## src/rtl/systolic_mm_engine.sv

```systemverilog
// N x N output-stationary systolic multiplier C = A x B with skewed operand lanes.
// Ports: in_* operand stream (valid/ready, in_last), out_* row stream, busy; async active-low reset.
module systolic_mm_engine #(
  parameter int N      = 3,
  parameter int DW     = 8,
  parameter int ACC_W  = 24,
  parameter int SIGNED = 1
) (
  input  logic                   clk,
  input  logic                   reset,
  input  logic                   in_valid,
  output logic                   in_ready,
  input  logic [N*DW-1:0]        in_a,
  input  logic [N*DW-1:0]        in_b,
  input  logic                   in_last,
  output logic                   out_valid,
  input  logic                   out_ready,
  output logic [N*ACC_W-1:0]     out_row,
  output logic [$clog2(N)-1:0]   out_row_idx,
  output logic                   out_last,
  output logic                   busy
);

  localparam int RW  = $clog2(N);
  localparam int CW  = $clog2(2*N);
  localparam int TRI = N*(N-1)/2;

  typedef enum logic [1:0] {
    IDLE, FEED, FLUSH, DRAIN
  } state_t;

  state_t state, state_nxt;

  logic [CW-1:0] cnt;
  logic [RW-1:0] row;
  logic accept, flush_done, row_last;
  logic drain_hs, clear;

  logic [DW-1:0] a_lin  [N];
  logic [DW-1:0] b_lin  [N];
  logic [DW-1:0] a_lane [N];
  logic [DW-1:0] b_lane [N];
  logic [TRI*DW-1:0] a_sk, b_sk;

  logic [DW-1:0] a_reg [N][N-1];
  logic [DW-1:0] b_reg [N-1][N];
  logic [DW-1:0] a_in  [N][N];
  logic [DW-1:0] b_in  [N][N];
  logic [ACC_W-1:0] prod [N][N];
  logic [ACC_W-1:0] acc  [N][N];

  // lane i keeps its skew stages at [off(i), off(i)+i)
  function automatic int off(int i);
    return i*(i-1)/2;
  endfunction

  function automatic logic [ACC_W-1:0] mul_ext(
    logic [DW-1:0] a,
    logic [DW-1:0] b
  );
    logic sx;
    logic [2*DW-1:0] ax, bx, p;
    logic [ACC_W-1:0] r;
    sx = (SIGNED != 0);
    ax = {{DW{sx & a[DW-1]}}, a};
    bx = {{DW{sx & b[DW-1]}}, b};
    p  = ax * bx;
    r  = ACC_W'(p);
    if (sx && p[2*DW-1])
      r = r | ~(ACC_W'({2*DW{1'b1}}));
    return r;
  endfunction

  assign accept     = in_valid & in_ready;
  assign flush_done = (cnt == CW'(2*N-1));
  assign row_last   = (row == RW'(N-1));
  assign drain_hs   = (state == DRAIN) & out_ready;
  assign clear      = drain_hs & row_last;

  always_ff @(posedge clk or negedge reset) begin
    if (!reset) state <= IDLE;
    else        state <= state_nxt;
  end

  always_comb begin
    state_nxt = state;
    unique case (state)
      IDLE:
        if (accept)
          state_nxt = in_last ? FLUSH : FEED;
      FEED:
        if (accept && in_last)
          state_nxt = FLUSH;
      FLUSH:
        if (flush_done)
          state_nxt = DRAIN;
      DRAIN:
        if (clear)
          state_nxt = IDLE;
      default:
        state_nxt = IDLE;
    endcase
  end

  always_comb begin
    in_ready    = reset &
                  ((state == IDLE) | (state == FEED));
    out_valid   = (state == DRAIN);
    busy        = (state != IDLE);
    out_last    = out_valid & row_last;
    out_row_idx = row;
    out_row     = '0;
    if (state == DRAIN)
      for (int j = 0; j < N; j++)
        out_row[j*ACC_W +: ACC_W] = acc[row][j];
  end

  always_ff @(posedge clk or negedge reset) begin
    if (!reset) begin
      cnt <= '0;
      row <= '0;
    end else begin
      if (state == FLUSH) cnt <= cnt + 1'b1;
      else                cnt <= '0;
      if (drain_hs)
        row <= row_last ? '0 : row + 1'b1;
    end
  end

  // idle or stalled cycles inject zeros so results are unaffected
  always_comb begin
    for (int i = 0; i < N; i++) begin
      a_lin[i] = accept ? in_a[i*DW +: DW] : '0;
      b_lin[i] = accept ? in_b[i*DW +: DW] : '0;
    end
  end

  always_ff @(posedge clk or negedge reset) begin
    if (!reset) begin
      a_sk <= '0;
      b_sk <= '0;
    end else begin
      for (int i = 1; i < N; i++) begin
        a_sk[off(i)*DW +: DW] <= a_lin[i];
        b_sk[off(i)*DW +: DW] <= b_lin[i];
        for (int s = 1; s < i; s++) begin
          a_sk[(off(i)+s)*DW +: DW] <=
            a_sk[(off(i)+s-1)*DW +: DW];
          b_sk[(off(i)+s)*DW +: DW] <=
            b_sk[(off(i)+s-1)*DW +: DW];
        end
      end
    end
  end

  always_comb begin
    a_lane[0] = a_lin[0];
    b_lane[0] = b_lin[0];
    for (int i = 1; i < N; i++) begin
      a_lane[i] = a_sk[(off(i)+i-1)*DW +: DW];
      b_lane[i] = b_sk[(off(i)+i-1)*DW +: DW];
    end
  end

  always_comb begin
    for (int i = 0; i < N; i++) begin
      a_in[i][0] = a_lane[i];
      b_in[0][i] = b_lane[i];
    end
    for (int i = 0; i < N; i++)
      for (int j = 1; j < N; j++) begin
        a_in[i][j] = a_reg[i][j-1];
        b_in[j][i] = b_reg[j-1][i];
      end
    for (int i = 0; i < N; i++)
      for (int j = 0; j < N; j++)
        prod[i][j] = mul_ext(a_in[i][j], b_in[i][j]);
  end

  always_ff @(posedge clk or negedge reset) begin
    if (!reset) begin
      for (int i = 0; i < N; i++)
        for (int j = 0; j < N; j++)
          acc[i][j] <= '0;
      for (int i = 0; i < N; i++)
        for (int j = 0; j < N-1; j++) begin
          a_reg[i][j] <= '0;
          b_reg[j][i] <= '0;
        end
    end else begin
      for (int i = 0; i < N; i++)
        for (int j = 0; j < N; j++)
          acc[i][j] <= clear ? '0 : acc[i][j] + prod[i][j];
      for (int i = 0; i < N; i++)
        for (int j = 0; j < N-1; j++) begin
          a_reg[i][j] <= a_in[i][j];
          b_reg[j][i] <= b_in[j][i];
        end
    end
  end

endmodule

```

## config.mk

```make
export PLATFORM = sky130hd
export DESIGN_NAME = systolic_mm_engine
export DESIGN_NICKNAME = d
export VERILOG_FILES = /design/src/rtl/systolic_mm_engine.sv
export SDC_FILE = /design/constraint.sdc
export NUM_CORES = 2
export LEC_CHECK = 0
export CAP_MARGIN = 20
export CELL_PAD_IN_SITES_DETAIL_PLACEMENT = 0
export CELL_PAD_IN_SITES_GLOBAL_PLACEMENT = 1
export CORE_AREA = 10 10 397 399
export DETAILED_ROUTE_END_ITERATION = 10
export DIE_AREA = 0 0 407 409
export PLACE_DENSITY = 0.65
export SLEW_MARGIN = 20
export SYNTH_ARGS = -nofsm -noshare
export SYNTH_HDL_FRONTEND = slang
export SYNTH_SLANG_ARGS = --single-unit
```

## constraint.sdc

```tcl
create_clock -name clk -period 8.5 [get_ports clk]
set_clock_uncertainty 0.1 [all_clocks]
set_input_delay 1.7 -clock clk [delete_from_list [all_inputs] [get_ports clk]]
set_output_delay 1.7 -clock clk [all_outputs]
set_load 0.1 [all_outputs]
```

==> results.toml <==
[critical_path]
ff2ff_setup_slack_ns = 1.03
r2r-start = "state[0]"
crit_top_cell = "fa_1"
path_depth = 29
reg2reg_depth = 32
critPathRequiredTime_ns = 8.88
slowest_stage = "fa_1"
arrival_ns = 8.21
critPathKind = "input pin to flop"
path_buf_inv = 6
startpoint = "reset"
crit_family = "adder cells"
crit_path_end_kind = "flop"
worstPathMaxFanout = 7
reg2reg_to = "acc[215]"
cpPeakStageDelay_ns = 0.52
crit_end = "acc[215]"
worstSetupStartpointType = "input pin"

[status]
status = "completed"

[clock_network]
path_clk_slew_ns = 0.06
cts_resized = 0
cts_setup_buffers = 0
clk_latency_ns = 0.63
cts_num_sinks = 367
cts_tree = "built"
ctsHoldBuffers = 0
clk_path_buf_depth = 3
cts_max_level = 2
cts-root-buf = "clkbuf_16"
numCtsBuffers = 50

[power_and_ir_drop]
p_sw_w = 0.006335
power.leakage_nw = 23.84
p_clk_frac = 0.169
peakVddDrop_uv = 180.6
power.density_mw_per_mm2 = 263.3
internal-power_w = 0.006928
power_w = 0.01326
power_frac_seq = 0.239
p_sw_frac = 0.4776
p_comb_frac = 0.591

[sta]
post-route-period-util = 0.9213
tightest_slew_ns = 1.124
max_slew_margin = 0.2480
min_period_ns = 7.831
max_freq_ghz = 0.1277
setup_viol = 0
final_hold_viol_count = 0
slew_violations = 0
rsz0062_at_grt = "no"
setup_slack_ns = 0.6693

[final_layout]
synthToLayoutAreaGrowth_pct = 13.00
final_cell_mix = "inv_1 (723), fa_1 (504), ha_1 (474)"
n_antenna_cell = 0
fillers = 15450
final_common_cell = "inv_1"
fin_cells = 7036
finish.utilization = 0.3370
drive_above_1_share = 0.04084
nets = 6015

[yosys]
synth_top_area_share = 0.2264
synth_xor_xnor_area_share = 0.05556
netlist_instances = 4818
yosysTopAreaCell = "fa_1"
synth_compound_area_frac = 0.1150
synthArstFlopShare = 1.000
syn_area_mm2 = 0.04457
ys_seq_area_frac = 0.2061
synth_top_family_by_area = "adder cells"
synthMuxAreaShare = 0.02005
yosysWarnings = 0
synth-edff-count = 0
synth_area_per_cell_um2 = 9.250
synth_top_flop_cell = "dfrtp_1"
yosys.area_share.simple = 0.1754
synth_area_leaders = "fa_1 (23%), dfrtp_1 (21%), ha_1 (13%)"
synth_cell_types = 91
synth_seq_cells = 367
synth_nets = 5850
synthAdderAreaFrac = 0.3598

[route]
drtAntennaViolNets = 0
vias_per_cell = 4.699
wl_um = 118000
drt_iter0_drc = 1587
vias = 33060
wl_per_cell_um = 16.77
drt_pass1_iterations = 5
drc = 0

[floorplanning]
die_x_um = 407
core_area_mm2 = 0.1494
initial_core_util = 0.2983
dieArea_mm2 = 0.1665
num_rows = 142
ios = 131
die_y_um = 409

[place]
dp_hpwl_um = 95740
place_ws_ns = -0.02948
io_buffers = 130
dp_cells = 6947
place_congestion = 0.8370

[global_routing]
antenna_found_initial = 12
grt_max_degree = 127
first_global_vias = 34325
grt_remaining_overflow = 0
grt_usage = 0.1422
grt_pass1_wl_um = 190600

[worst_hold_path]
hp-class = "flop to flop"

[job]
drv_cap = 0
-- Yosys cell counts, drive strengths merged, types with 6 or more instances --
master and number:
a21oi 192, xnor2 181, nand2b 98, o21ai 215, nand2 346, nor2 284, nor2b 40, o211ai 25
nor3 103, or2 13, a211o 6, a21boi 8, a311oi 6, nand3 54, nor4 7, o41ai 7
ha 475, a21o 82, o31ai 15, and3 118, nor3b 15, a211oi 48, a31oi 33, o21bai 37
o31a 6, mux2i 87, and2 393, o21a 42, a2111oi 8, xor2 86, fa 504, inv 723
buf 18, or3 20, clkbuf 68, dfrtp 367
-- logic make-up after synthesis --
logic type	after synthesis
adder cells (fa/ha/maj)	979
buffers and inverters	809
AND/OR/NAND/NOR	1518
multiplexers	89
XOR/XNOR	273
flip-flops	367
AO/OA/AOI/OAI	783
-- metal layers --
metal	vias to the layer above	global-route usage	share of wire
li1	16159	-	-
met1	16389	0.1953	0.48
met2	379	0.2341	0.46
met3	127	0.02042	0.034
met4	6	0.03370	0.025
met5	-	0	0.00032
-- metrics by stage --
step | hold slack [ns] | cell area, um2 | TNS (ns)
after floorplan | 0.2312 | 44570 | 0
after global placement | 0.2321 | 48640 | 0
after detailed placement | 0.2347 | 48640 | -0.02948
after CTS | 0.2477 | 50360 | 0
after global routing | 0.2535 | 50360 | 0
final | 0.2465 | 50360 | 0
-- worst min path at each step --
| stage | startpoint | to | slack (ns) | depth (start not counted) |
|---|---|---|---|---|
| floorplan | a_sk[8] | a_sk[16] | 0.23 | 0 |
| global placement | a_sk[12] | a_sk[20] | 0.23 | 0 |
| detailed placement | a_sk[8] | a_sk[16] | 0.23 | 0 |
| CTS | b_sk[14] | b_sk[22] | 0.25 | 0 |
| global route | b_sk[14] | b_sk[22] | 0.25 | 0 |
| finish | a_sk[8] | a_sk[16] | 0.25 | 0 |
-- sequential cells by signal (all words and copies together), names as in the netlist --
| signal | count |
|---|---|
| a_sk | 24 |
| acc | 216 |
| cnt | 3 |
| b_sk | 24 |
| b_in | 48 |
| state | 2 |
| out_row_idx | 2 |
| a_in | 48 |
-- power groups by stage --
stage | sequential, W | clock, W | combinational, W
after floorplan | 0.00281 | 0 | 0.00604
after global placement | 0.00320 | 0 | 0.00780
after detailed placement | 0.00321 | 0 | 0.00787
after CTS | 0.00318 | 0.00231 | 0.00792
after global routing | 0.00327 | 0.00239 | 0.00881
final | 0.00317 | 0.00225 | 0.00784
-- cell type report --
| cell class | count | area, um2 | share of cell area |
|---|---|---|---|
| clock inverter | 24 | 301.5 | 0.005987 |
| clock buffer | 65 | 1419 | 0.02817 |
| inverter | 723 | 2714 | 0.05389 |
| timing repair buffer | 199 | 1844 | 0.03662 |
| multi-input combinational | 3642 | 32370 | 0.6428 |
| tap | 2016 | 2522 | 0.05009 |
| sequential | 367 | 9189 | 0.1825 |
Note: power is estimated with default switching activity, not from simulation.
